<file path="config.mk">
export PLATFORM = sky130hd
export DESIGN_NAME = master_port_flat
export DESIGN_NICKNAME = d
export VERILOG_FILES = /design/src/rtl/master_port_if.sv /design/src/rtl/master_port.sv /design/src/flat_wrapper.sv
export SDC_FILE = /design/constraint.sdc
export NUM_CORES = 1
export LEC_CHECK = 0
export ABC_CLOCK_PERIOD_IN_PS = 1710
export BUFFER_PORTS_ARGS = -buffer_cell sky130_fd_sc_hd__buf_2
export CORE_UTILIZATION = 50
export DETAILED_ROUTE_END_ITERATION = 10
export HOLD_SLACK_MARGIN = 0.08
export PLACE_DENSITY = 0.77
export SLEW_MARGIN = 20
export SYNTH_ARGS = -nofsm -noshare
export SYNTH_HDL_FRONTEND = slang
export SYNTH_SLANG_ARGS = --single-unit
</file>
<file path="constraint.sdc">
create_clock -name clk -period 1.71 [get_ports clk]
set_input_delay 0.2565 -clock clk [delete_from_list [all_inputs] [get_ports clk]]
set_output_delay 0.2565 -clock clk [all_outputs]
set_load 0.01 [all_outputs]
</file>
<file path="src/rtl/master_port_if.sv">
// Bundle of the local request/response handshake and the serial slave bus
// used by master_port. The master modport is the port's own view; the slave
// modport is the view of whatever sits on the other side.
interface master_port_if #(
    parameter int unsigned ADDR_WIDTH = 12,
    parameter int unsigned DATA_WIDTH = 8
);
    logic                  req_valid;
    logic                  req_ready;
    logic                  req_write;
    logic [ADDR_WIDTH-1:0] req_addr;
    logic [DATA_WIDTH-1:0] req_wdata;
    logic                  rsp_valid;
    logic [DATA_WIDTH-1:0] rsp_rdata;
    logic                  rsp_err;
    logic                  read_en;
    logic                  write_en;
    logic                  master_valid;
    logic                  slave_ready;
    logic                  tx_address;
    logic                  tx_data;
    logic                  slave_valid;
    logic                  master_ready;
    logic                  rx_data;

    modport master (
        input  req_valid, req_write, req_addr, req_wdata,
        input  slave_ready, slave_valid, rx_data,
        output req_ready, rsp_valid, rsp_rdata, rsp_err,
        output read_en, write_en, master_valid, tx_address, tx_data, master_ready
    );

    modport slave (
        output req_valid, req_write, req_addr, req_wdata,
        output slave_ready, slave_valid, rx_data,
        input  req_ready, rsp_valid, rsp_rdata, rsp_err,
        input  read_en, write_en, master_valid, tx_address, tx_data, master_ready
    );
endinterface

</file>
<file path="src/rtl/master_port.sv">
// Serial bus master: accepts one local read/write request, shifts the address
// (and write data) out MSB first with a valid/ready bit handshake, shifts read
// data in, then reports completion with a one-cycle rsp_valid pulse.
// Optional stall timeout enabled by defining MASTER_PORT_TIMEOUT_EN.
module master_port #(
    parameter int unsigned ADDR_WIDTH = 12,
    parameter int unsigned DATA_WIDTH = 8,
    parameter int unsigned TIMEOUT    = 255
) (
    input  logic          clk,
    input  logic          reset,
    master_port_if.master bus
);
    localparam int unsigned MAX_W = (ADDR_WIDTH > DATA_WIDTH) ? ADDR_WIDTH : DATA_WIDTH;
    localparam int unsigned CNT_W = $clog2(MAX_W + 1);

    // A zero timeout would abort every stalled cycle before it could be counted.
    if (TIMEOUT == 0) begin : g_bad_timeout
        $error("master_port: TIMEOUT must be at least 1");
    end

    typedef enum logic [2:0] {IDLE, ADDR, WDATA, RDATA, DONE} state_t;

    state_t                state, state_nxt;
    logic                  is_write, is_write_nxt;
    logic [ADDR_WIDTH-1:0] addr_sr, addr_sr_nxt;
    logic [DATA_WIDTH-1:0] data_sr, data_sr_nxt;
    logic [CNT_W-1:0]      bit_cnt, bit_cnt_nxt;
    logic                  busy_nxt;
    logic                  req_ready_nxt, rsp_valid_nxt, rsp_err_nxt;
    logic [DATA_WIDTH-1:0] rsp_rdata_nxt;
    logic                  read_en_nxt, write_en_nxt, master_valid_nxt;
    logic                  tx_address_nxt, tx_data_nxt, master_ready_nxt;

`ifdef MASTER_PORT_TIMEOUT_EN
    localparam int unsigned STALL_W = $clog2(TIMEOUT + 1);
    logic [STALL_W-1:0] stall_cnt, stall_cnt_nxt;
    logic               stalled;
`endif

    // Next-state, datapath and next-output decode; outputs are registered from state_nxt.
    always_comb begin
        state_nxt     = state;
        is_write_nxt  = is_write;
        addr_sr_nxt   = addr_sr;
        data_sr_nxt   = data_sr;
        bit_cnt_nxt   = bit_cnt;
        rsp_rdata_nxt = bus.rsp_rdata;
        rsp_err_nxt   = 1'b0;

        unique case (state)
            IDLE: begin
                if (bus.req_valid && bus.req_ready) begin
                    is_write_nxt = bus.req_write;
                    addr_sr_nxt  = bus.req_addr;
                    data_sr_nxt  = bus.req_wdata;
                    bit_cnt_nxt  = '0;
                    state_nxt    = ADDR;
                end
            end
            ADDR: begin
                if (bus.master_valid && bus.slave_ready) begin
                    addr_sr_nxt = ADDR_WIDTH'({addr_sr, 1'b0});
                    if (bit_cnt == CNT_W'(ADDR_WIDTH - 1)) begin
                        bit_cnt_nxt = '0;
                        state_nxt   = is_write ? WDATA : RDATA;
                    end else begin
                        bit_cnt_nxt = bit_cnt + CNT_W'(1);
                    end
                end
            end
            WDATA: begin
                if (bus.master_valid && bus.slave_ready) begin
                    data_sr_nxt = DATA_WIDTH'({data_sr, 1'b0});
                    if (bit_cnt == CNT_W'(DATA_WIDTH - 1)) begin
                        bit_cnt_nxt   = '0;
                        state_nxt     = DONE;
                        rsp_rdata_nxt = '0;
                    end else begin
                        bit_cnt_nxt = bit_cnt + CNT_W'(1);
                    end
                end
            end
            RDATA: begin
                if (bus.slave_valid && bus.master_ready) begin
                    data_sr_nxt = DATA_WIDTH'({data_sr, bus.rx_data});
                    if (bit_cnt == CNT_W'(DATA_WIDTH - 1)) begin
                        bit_cnt_nxt   = '0;
                        state_nxt     = DONE;
                        rsp_rdata_nxt = DATA_WIDTH'({data_sr, bus.rx_data});
                    end else begin
                        bit_cnt_nxt = bit_cnt + CNT_W'(1);
                    end
                end
            end
            DONE: begin
                state_nxt = IDLE;
            end
            default: begin
                state_nxt = IDLE;
            end
        endcase

`ifdef MASTER_PORT_TIMEOUT_EN
        // Stall counter restarts on every transfer and on phase entry.
        stalled = ((state == ADDR || state == WDATA) && !bus.slave_ready) ||
                  ((state == RDATA) && !bus.slave_valid);
        stall_cnt_nxt = '0;
        if (stalled) begin
            if (stall_cnt == STALL_W'(TIMEOUT - 1)) begin
                state_nxt     = DONE;
                rsp_err_nxt   = 1'b1;
                rsp_rdata_nxt = '0;
            end else begin
                stall_cnt_nxt = stall_cnt + STALL_W'(1);
            end
        end
`endif

        busy_nxt         = (state_nxt == ADDR) || (state_nxt == WDATA) || (state_nxt == RDATA);
        req_ready_nxt    = (state_nxt == IDLE);
        write_en_nxt     = busy_nxt && is_write_nxt;
        read_en_nxt      = busy_nxt && !is_write_nxt;
        master_valid_nxt = (state_nxt == ADDR) || (state_nxt == WDATA);
        tx_address_nxt   = (state_nxt == ADDR) && addr_sr_nxt[ADDR_WIDTH-1];
        tx_data_nxt      = (state_nxt == WDATA) && data_sr_nxt[DATA_WIDTH-1];
        master_ready_nxt = (state_nxt == RDATA);
        rsp_valid_nxt    = (state_nxt == DONE);
    end

    // State, datapath and output registers with synchronous reset.
    always_ff @(posedge clk) begin
        if (reset) begin
            state            <= IDLE;
            is_write         <= 1'b0;
            addr_sr          <= '0;
            data_sr          <= '0;
            bit_cnt          <= '0;
            bus.req_ready    <= 1'b1;
            bus.rsp_valid    <= 1'b0;
            bus.rsp_rdata    <= '0;
            bus.rsp_err      <= 1'b0;
            bus.read_en      <= 1'b0;
            bus.write_en     <= 1'b0;
            bus.master_valid <= 1'b0;
            bus.tx_address   <= 1'b0;
            bus.tx_data      <= 1'b0;
            bus.master_ready <= 1'b0;
        end else begin
            state            <= state_nxt;
            is_write         <= is_write_nxt;
            addr_sr          <= addr_sr_nxt;
            data_sr          <= data_sr_nxt;
            bit_cnt          <= bit_cnt_nxt;
            bus.req_ready    <= req_ready_nxt;
            bus.rsp_valid    <= rsp_valid_nxt;
            bus.rsp_rdata    <= rsp_rdata_nxt;
            bus.rsp_err      <= rsp_err_nxt;
            bus.read_en      <= read_en_nxt;
            bus.write_en     <= write_en_nxt;
            bus.master_valid <= master_valid_nxt;
            bus.tx_address   <= tx_address_nxt;
            bus.tx_data      <= tx_data_nxt;
            bus.master_ready <= master_ready_nxt;
        end
    end

`ifdef MASTER_PORT_TIMEOUT_EN
    // Stall counter register.
    always_ff @(posedge clk) begin
        if (reset) begin
            stall_cnt <= '0;
        end else begin
            stall_cnt <= stall_cnt_nxt;
        end
    end
`endif
endmodule

</file>
<file path="src/flat_wrapper.sv">
// flat-port wrapper written by rule: the top's interface ports become plain ports
module master_port_flat 
#(
    parameter int unsigned ADDR_WIDTH = 12,
    parameter int unsigned DATA_WIDTH = 8,
    parameter int unsigned TIMEOUT    = 255
)
  (clk, reset, bus_req_valid, bus_req_write, bus_req_addr, bus_req_wdata, bus_slave_ready, bus_slave_valid, bus_rx_data, bus_req_ready, bus_rsp_valid, bus_rsp_rdata, bus_rsp_err, bus_read_en, bus_write_en, bus_master_valid, bus_tx_address, bus_tx_data, bus_master_ready);
  master_port_if #(.ADDR_WIDTH(ADDR_WIDTH), .DATA_WIDTH(DATA_WIDTH)) bus_i ();
  input  logic clk;
  input  logic reset;
  input wire logic [$bits(bus_i.req_valid)-1:0] bus_req_valid;
  input wire logic [$bits(bus_i.req_write)-1:0] bus_req_write;
  input wire logic [$bits(bus_i.req_addr)-1:0] bus_req_addr;
  input wire logic [$bits(bus_i.req_wdata)-1:0] bus_req_wdata;
  input wire logic [$bits(bus_i.slave_ready)-1:0] bus_slave_ready;
  input wire logic [$bits(bus_i.slave_valid)-1:0] bus_slave_valid;
  input wire logic [$bits(bus_i.rx_data)-1:0] bus_rx_data;
  output wire logic [$bits(bus_i.req_ready)-1:0] bus_req_ready;
  output wire logic [$bits(bus_i.rsp_valid)-1:0] bus_rsp_valid;
  output wire logic [$bits(bus_i.rsp_rdata)-1:0] bus_rsp_rdata;
  output wire logic [$bits(bus_i.rsp_err)-1:0] bus_rsp_err;
  output wire logic [$bits(bus_i.read_en)-1:0] bus_read_en;
  output wire logic [$bits(bus_i.write_en)-1:0] bus_write_en;
  output wire logic [$bits(bus_i.master_valid)-1:0] bus_master_valid;
  output wire logic [$bits(bus_i.tx_address)-1:0] bus_tx_address;
  output wire logic [$bits(bus_i.tx_data)-1:0] bus_tx_data;
  output wire logic [$bits(bus_i.master_ready)-1:0] bus_master_ready;
  assign bus_i.req_valid = bus_req_valid;
  assign bus_i.req_write = bus_req_write;
  assign bus_i.req_addr = bus_req_addr;
  assign bus_i.req_wdata = bus_req_wdata;
  assign bus_i.slave_ready = bus_slave_ready;
  assign bus_i.slave_valid = bus_slave_valid;
  assign bus_i.rx_data = bus_rx_data;
  assign bus_req_ready = bus_i.req_ready;
  assign bus_rsp_valid = bus_i.rsp_valid;
  assign bus_rsp_rdata = bus_i.rsp_rdata;
  assign bus_rsp_err = bus_i.rsp_err;
  assign bus_read_en = bus_i.read_en;
  assign bus_write_en = bus_i.write_en;
  assign bus_master_valid = bus_i.master_valid;
  assign bus_tx_address = bus_i.tx_address;
  assign bus_tx_data = bus_i.tx_data;
  assign bus_master_ready = bus_i.master_ready;
  master_port #(.ADDR_WIDTH(ADDR_WIDTH), .DATA_WIDTH(DATA_WIDTH), .TIMEOUT(TIMEOUT)) u_core (.clk(clk), .reset(reset), .bus(bus_i));
endmodule
</file>
==> flow_summary.yaml, run 1 <==
outcome:
  outcome: "finished clean"
placed_design:
  hpwl_um: 3090
  finalWeightedCongestion: 0.797
  pre_cts_ws_ns: -0.00449
  port_buffers: 42
grt:
  grt-ovfl-total: 0
  grt_util_met3_pct: 4.93
  grtUsageMet2_pct: 35.9
  grt.total_usage_pct: 23.0
  antenna_found_initial: 0
  grt_pass1_vias: 1572
  grt.busiest_layer: "met2"
  grt_max_degree: 26
  grt_use_met1_pct: 30.4
  grt_pass1_wl_um: 7160
sta:
  setup_tns_ns: 0
  layout_setup_ws_ns: 0.00854
  final_max_slew_viol_count: 0
  finClkSkew_ns: 0.00464
  final-setup-viol-count: 0
  max_freq_mhz: 588
  grt_setup_unrepaired: "true"
  finalHoldViolations: 0
  worst_hold_slack_ns: 0.209
  period_share_pct: 99.5
  finalCriticalPeriod_ns: 1.70
detailed_routing:
  drc: 0
  wl_per_cell_um: 13.9
  dr.pass1.iters: 4
  drt_iter0_drc: 131
  vias: 1714
  routed_wl_um: 4280
  antenna_left: 0
  avgViaCountPerCell: 5.55
clocking:
  cts.clk_slew.worst_paths_ns: 0.08
  cts.sinks: 44
  clk_latency_ns: 0.30
  clock_path_buffers: 2
  cts-root-buf: "clkbuf_8"
  cts_made_buffers: 5
  cts_tree: "built"
  htree_levels: 2
synth:
  seq_area_frac_synth_pct: 47.4
  synth.avg_cell_area_sq_um: 9.34
  synth_area_sq_um: 1860
  synth_area_leader_cell: "dfxtp_1"
  yosys.cell_types.count: 43
  synth_area_leaders: "dfxtp_1 (47%), a22oi_1 (7.3%), nor2_1 (5.9%), a222oi_1 (4.3%), a21oi_1 (3.8%)"
  ys_ff_latch: 44
  synth_warnings: 0
  synth_most_common_cell: "dfxtp_1"
  synthArstFlopShare_pct: 0
  mappedNetlistNets: 227
  synth_top_area_share_pct: 47.4
  postSynthCellCount: 199
  synth_ff_type: "dfxtp_1"
  synth_edf_count: 0
  synthTopCellsByCount: "dfxtp_1 (44), nor2_1 (29), a22oi_1 (18), nand2_1 (17), a21oi_1 (14)"
setup_path:
  slowest_stage: "dfxtp_1"
  crit_type: "flip-flop to flip-flop"
  path_max_fanout: 6
  cp.arrival_ns: 1.90
  path_delay_family: "simple AND/OR/NAND/NOR gates"
  path_cells: "ha_2 -> nand3b_1 -> a21o_1 -> a22o_1 -> and2_1 -> nor4_1"
  startpoint_type: "flip-flop"
  crit_buf_inv: 0
  cp-end-kind: "flip-flop"
  cpPeakStageDelay_ns: 0.36
  worstPathRequired_ns: 1.91
  rrSetupSlack_ns: 0.009
final_layout:
  area_delta_synth_final_pct: 29.2
  fin_nets: 290
  nFillCells: 292
  antenna_cells: 0
  final_layout_size_suffix_gt1_share_pct: 35.0
worst_hold_path:
  hp-class: "input port to flip-flop"
die:
  floorplan.initialDensity_pct: 54.0
  core-area_sq_um: 3440
  chipWidth_um: 63.0
  row_count: 21
  die_area_sq_um: 3960
  io_pins: 44
  die_y_um: 63.0
run:
  cap_violations: 0
power_and_ir_drop:
  total_leakage_power_nw: 0.999
  p_per_area_nw_per_um2: 920
  ir_worst_vdd_uv: 696
==> through the flow <==
stage                     area, sq um  utilization, %  power [W]  instances
after CTS                        2370            68.8    0.00221        308
after detailed placement         2230            64.7    0.00140        297
after global routing             2400            69.8    0.00230        309
after floorplan                  1860               -    0.00130        199
after global placement           2230            64.7    0.00139        297
final                            2400            69.8    0.00221        309
==> final timing paths <==
kind,depth (start not counted),from,to
hold reg to reg,2,u_core.bus.rsp_rdata[7]$_SDFFE_PP0P_,u_core.bus.rsp_rdata[7]$_SDFFE_PP0P_
hold / removal,3,bus_req_addr[0],u_core.addr_sr[0]$_SDFFE_PP0P_
setup / recovery,6,u_core.bit_cnt[1]$_SDFFE_PP0P_,u_core.bus.master_valid$_SDFF_PP0_
setup reg to reg,6,u_core.bit_cnt[1]$_SDFFE_PP0P_,u_core.bus.master_valid$_SDFF_PP0_
==> state kept, by name, indices dropped and copies added, names as in the netlist <==
signal	cells
u_core.addr_sr	12
u_core.bus.rsp_rdata	8
u_core.data_sr	8
u_core.bit_cnt	4
u_core.state	3
u_core.bus.master_ready	1
u_core.bus.master_valid	1
u_core.bus.read_en	1
u_core.bus.req_ready	1
u_core.bus.rsp_valid	1
u_core.bus.tx_address	1
u_core.bus.tx_data	1
u_core.bus.write_en	1
u_core.is_write	1
==> timing repair <==
item | in CTS | in global routing
gates cloned | 0 | 0
setup buffers | 3 | 1
setup endpoints to repair | 3 | 36
gates resized for setup | 2 | 9
pin swaps | 2 | 2
hold buffers | 0 | 0
==> worst register-to-register path, stage by stage, from the launching register on <==
cell      delay, ns
dfxtp_1        0.36
ha_2           0.20
nand3b_1       0.15
a21o_1         0.19
a22o_1         0.25
and2_1         0.19
nor4_1         0.26
==> where the power goes <==
group	switching (W)	internal, W	leakage, nW	total (W)
Clock	0.000366	0.000440	0.0548	0.000806
Sequential	0.0000312	0.00107	0.361	0.00110
Combinational	0.000151	0.000148	0.584	0.000299
==> kinds of logic (layout without fill, tap and decap cells) <==
| group | after synthesis | in the layout | share of synthesized area, % |
|---|---|---|---|
| compound gates | 53 | 53 | 22.2 |
| xor+xnor | 1 | 1 | 0.471 |
| buf+inv | 17 | 81 | 4.65 |
| fa+ha+maj | 1 | 1 | 0.673 |
| other cells | 1 | 1 | 0.202 |
| simple gates | 79 | 79 | 22.8 |
| mux | 3 | 3 | 1.62 |
| flops | 44 | 44 | 47.4 |
==> final cells by class <==
class / instances / area (sq um) / area share [%]
timing repair buffer: 69 / 413 / 17.2
multi-input combinational: 138 / 912 / 38.0
sequential: 44 / 888 / 37.0
clock inverter: 3 / 46.3 / 1.93
clock buffer: 5 / 68.8 / 2.87
tap: 46 / 57.6 / 2.40
inverter: 4 / 15.0 / 0.625
==> per-layer routing <==
metal | part of all wire, % | up-vias
met1 | 46 | 784
met3 | 7.0 | 9
met4 | 1.8 | 0
met2 | 45 | 71
li1 | - | 850
met5 | 0 | -
==> placed cells by master (no fill, tap or decap), types with 3 or more instances in the layout <==
cell type	Yosys	layout
a22oi_1	18	18
buf_4	3	27
inv_1	4	4
dfxtp_2	0	3
nand3_1	4	4
nand3b_1	4	4
a222oi_1	8	8
a21oi_1	14	14
nand2b_1	4	4
dfxtp_1	44	40
clkbuf_8	0	5
mux2i_1	3	3
buf_2	3	42
nor2_1	29	28
nand2_1	17	16
No activity file was read; power rests on OpenSTA's default activity.
==> run 2, diff against run 1 <==
==> constraint.sdc (replaced) <==
create_clock -name clk -period 1.71 [get_ports clk]
set_input_delay 0.342 -clock clk [delete_from_list [all_inputs] [get_ports clk]]
set_output_delay 0.342 -clock clk [all_outputs]
set_load 0.01 [all_outputs]
==> flow_summary.yaml, run 2 (synthesized netlist as in run 1, its figures left out) <==
clocking:
  cts_tree: "built"
  cts.sinks: 44
  cts.clk_slew.worst_paths_ns: 0.08
  clock_path_buffers: 2
  htree_levels: 2
  cts-root-buf: "clkbuf_8"
  cts_made_buffers: 5
  clk_latency_ns: 0.30
outcome:
  outcome: "finished clean"
sta:
  final_max_slew_viol_count: 0
  max_freq_mhz: 598
  finClkSkew_ns: 0.00366
  finalCriticalPeriod_ns: 1.67
  grt_setup_unrepaired: "true"
  finalHoldViolations: 0
  setup_tns_ns: 0
  worst_hold_slack_ns: 0.307
  final-setup-viol-count: 0
  period_share_pct: 97.8
worst_hold_path:
  holdCritStartpoint: "bus_rx_data"
  hold_path_depth: 3
  hp-class: "input port to flip-flop"
  min_to: "u_core.data_sr[0]$_SDFFE_PP0P_"
die:
  die_y_um: 63.0
  io_pins: 44
  core-area_sq_um: 3440
  die_area_sq_um: 3960
  floorplan.initialDensity_pct: 54.0
  chipWidth_um: 63.0
  row_count: 21
final_layout:
  layout_commonest_cell: "buf_2"
  reg_top3: "u_core.addr_sr (12), u_core.bus.rsp_rdata (8), u_core.data_sr (8)"
  final_cell_mix: "buf_2 (42), dfxtp_1 (39), buf_4 (33)"
  top_register: "u_core.addr_sr"
  antenna_cells: 0
  final_layout_size_suffix_gt1_share_pct: 37.0
  largest_reg_flops: 12
  fin_nets: 297
  stdcell_count: 316
  area_delta_synth_final_pct: 31.8
  finalInstanceArea_sq_um: 2450
detailed_routing:
  drt_iter0_drc: 134
  vias: 1741
  wl_per_cell_um: 14.4
  drc: 0
  antenna_left: 0
  avgViaCountPerCell: 5.51
  dr.pass1.iters: 4
  routed_wl_um: 4550
placed_design:
  port_buffers: 42
  dp.cells: 297
  dpl_cell_area_sq_um: 2230
  hpwl_um: 3010
  finalWeightedCongestion: 0.947
grt:
  grt_max_degree: 23
  grtUsageMet2_pct: 35.6
  grt_pass1_wl_um: 6940
  grt_util_met3_pct: 6.57
  antenna_found_initial: 0
  grt.busiest_layer: "met2"
  grt-ovfl-total: 0
  grt.total_usage_pct: 22.5
  grt_use_met1_pct: 29.1
  grt_pass1_vias: 1509
setup_path:
  crit_type: "flip-flop to flip-flop"
  rrSetupSlack_ns: 0.04
  reg2reg_to: "u_core.bus.tx_address$_SDFF_PP0_"
  path_max_fanout: 7
  startpoint_type: "flip-flop"
  cp-end-kind: "flip-flop"
  cp.arrival_ns: 1.86
  reg2reg_depth: 6
  r2r-start: "u_core.state[0]$_SDFF_PP0_"
  worstPathRequired_ns: 1.90
power_and_ir_drop:
  ir_worst_vdd_uv: 591
  p_per_area_nw_per_um2: 866
  total_leakage_power_nw: 1.02
  total_power_w: 0.00212
run:
  cap_violations: 0
-- run 2: worst max path at each step --
stage,startpoint,to,slack [ns],cells past startpoint
after floorplan,u_core.bus.master_valid$_SDFF_PP0_,u_core.bus.tx_data$_SDFF_PP0_,0.09,5
after global placement,u_core.state[0]$_SDFF_PP0_,u_core.bus.tx_data$_SDFF_PP0_,-0.01,5
after detailed placement,u_core.state[0]$_SDFF_PP0_,u_core.bus.tx_data$_SDFF_PP0_,-0.06,5
after CTS,u_core.state[1]$_SDFF_PP0_,u_core.bus.read_en$_SDFF_PP0_,0.01,5
after global routing,u_core.state[0]$_SDFF_PP0_,u_core.bus.tx_address$_SDFF_PP0_,-0.05,6
final,u_core.state[0]$_SDFF_PP0_,u_core.bus.tx_address$_SDFF_PP0_,0.04,6
-- run 2: power by group --
| group | switching (W) | leakage, nW | internal [W] |
|---|---|---|---|
| sequential | 0.0000323 | 0.361 | 0.00107 |
| combinational | 0.000161 | 0.617 | 0.000174 |
| clock | 0.000350 | 0.0445 | 0.000328 |
| total | 0.000544 | 1.02 | 0.00158 |
-- run 2: critical path, cell delays in order, from the launching register on --
cell	delay (ns)
dfxtp_4	0.38
buf_4	0.15
nor4_4	0.37
buf_4	0.18
a22o_1	0.14
a21oi_1	0.05
nor4b_1	0.29
-- run 2: area by class of cell --
class	count	area [sq um]
repair buffers	76	469
well taps	46	57.6
clock buffers	7	86.3
inverters	4	15.0
clock inverters	1	7.51
flip-flops and latches	44	890
multi-input cells	138	923
fillers	282	993
-- run 2: timing repair --
action	CTS	global route
endpoints found under the setup margin	14	35
hold buffers	0	0
setup buffers	0	11
resized for setup	1	15
pin swaps	0	5
-- run 2: routing by layer --
| metal | vias up | part of all wire (%) |
|---|---|---|
| met5 | - | 0 |
| met4 | 0 | 1.6 |
| met3 | 8 | 4.7 |
| met2 | 53 | 45 |
| met1 | 813 | 48 |
| li1 | 867 | - |
-- run 2: per-stage QoR --
stage	worst slack, ns	util (%)
6_report	0.0370	71.1
5_1_grt	-0.0477	71.1
3_3_place_gp	-0.0135	64.7
2_1_floorplan	0.0886	-
4_1_cts	0.00991	67.5
3_5_place_dp	-0.0637	64.7
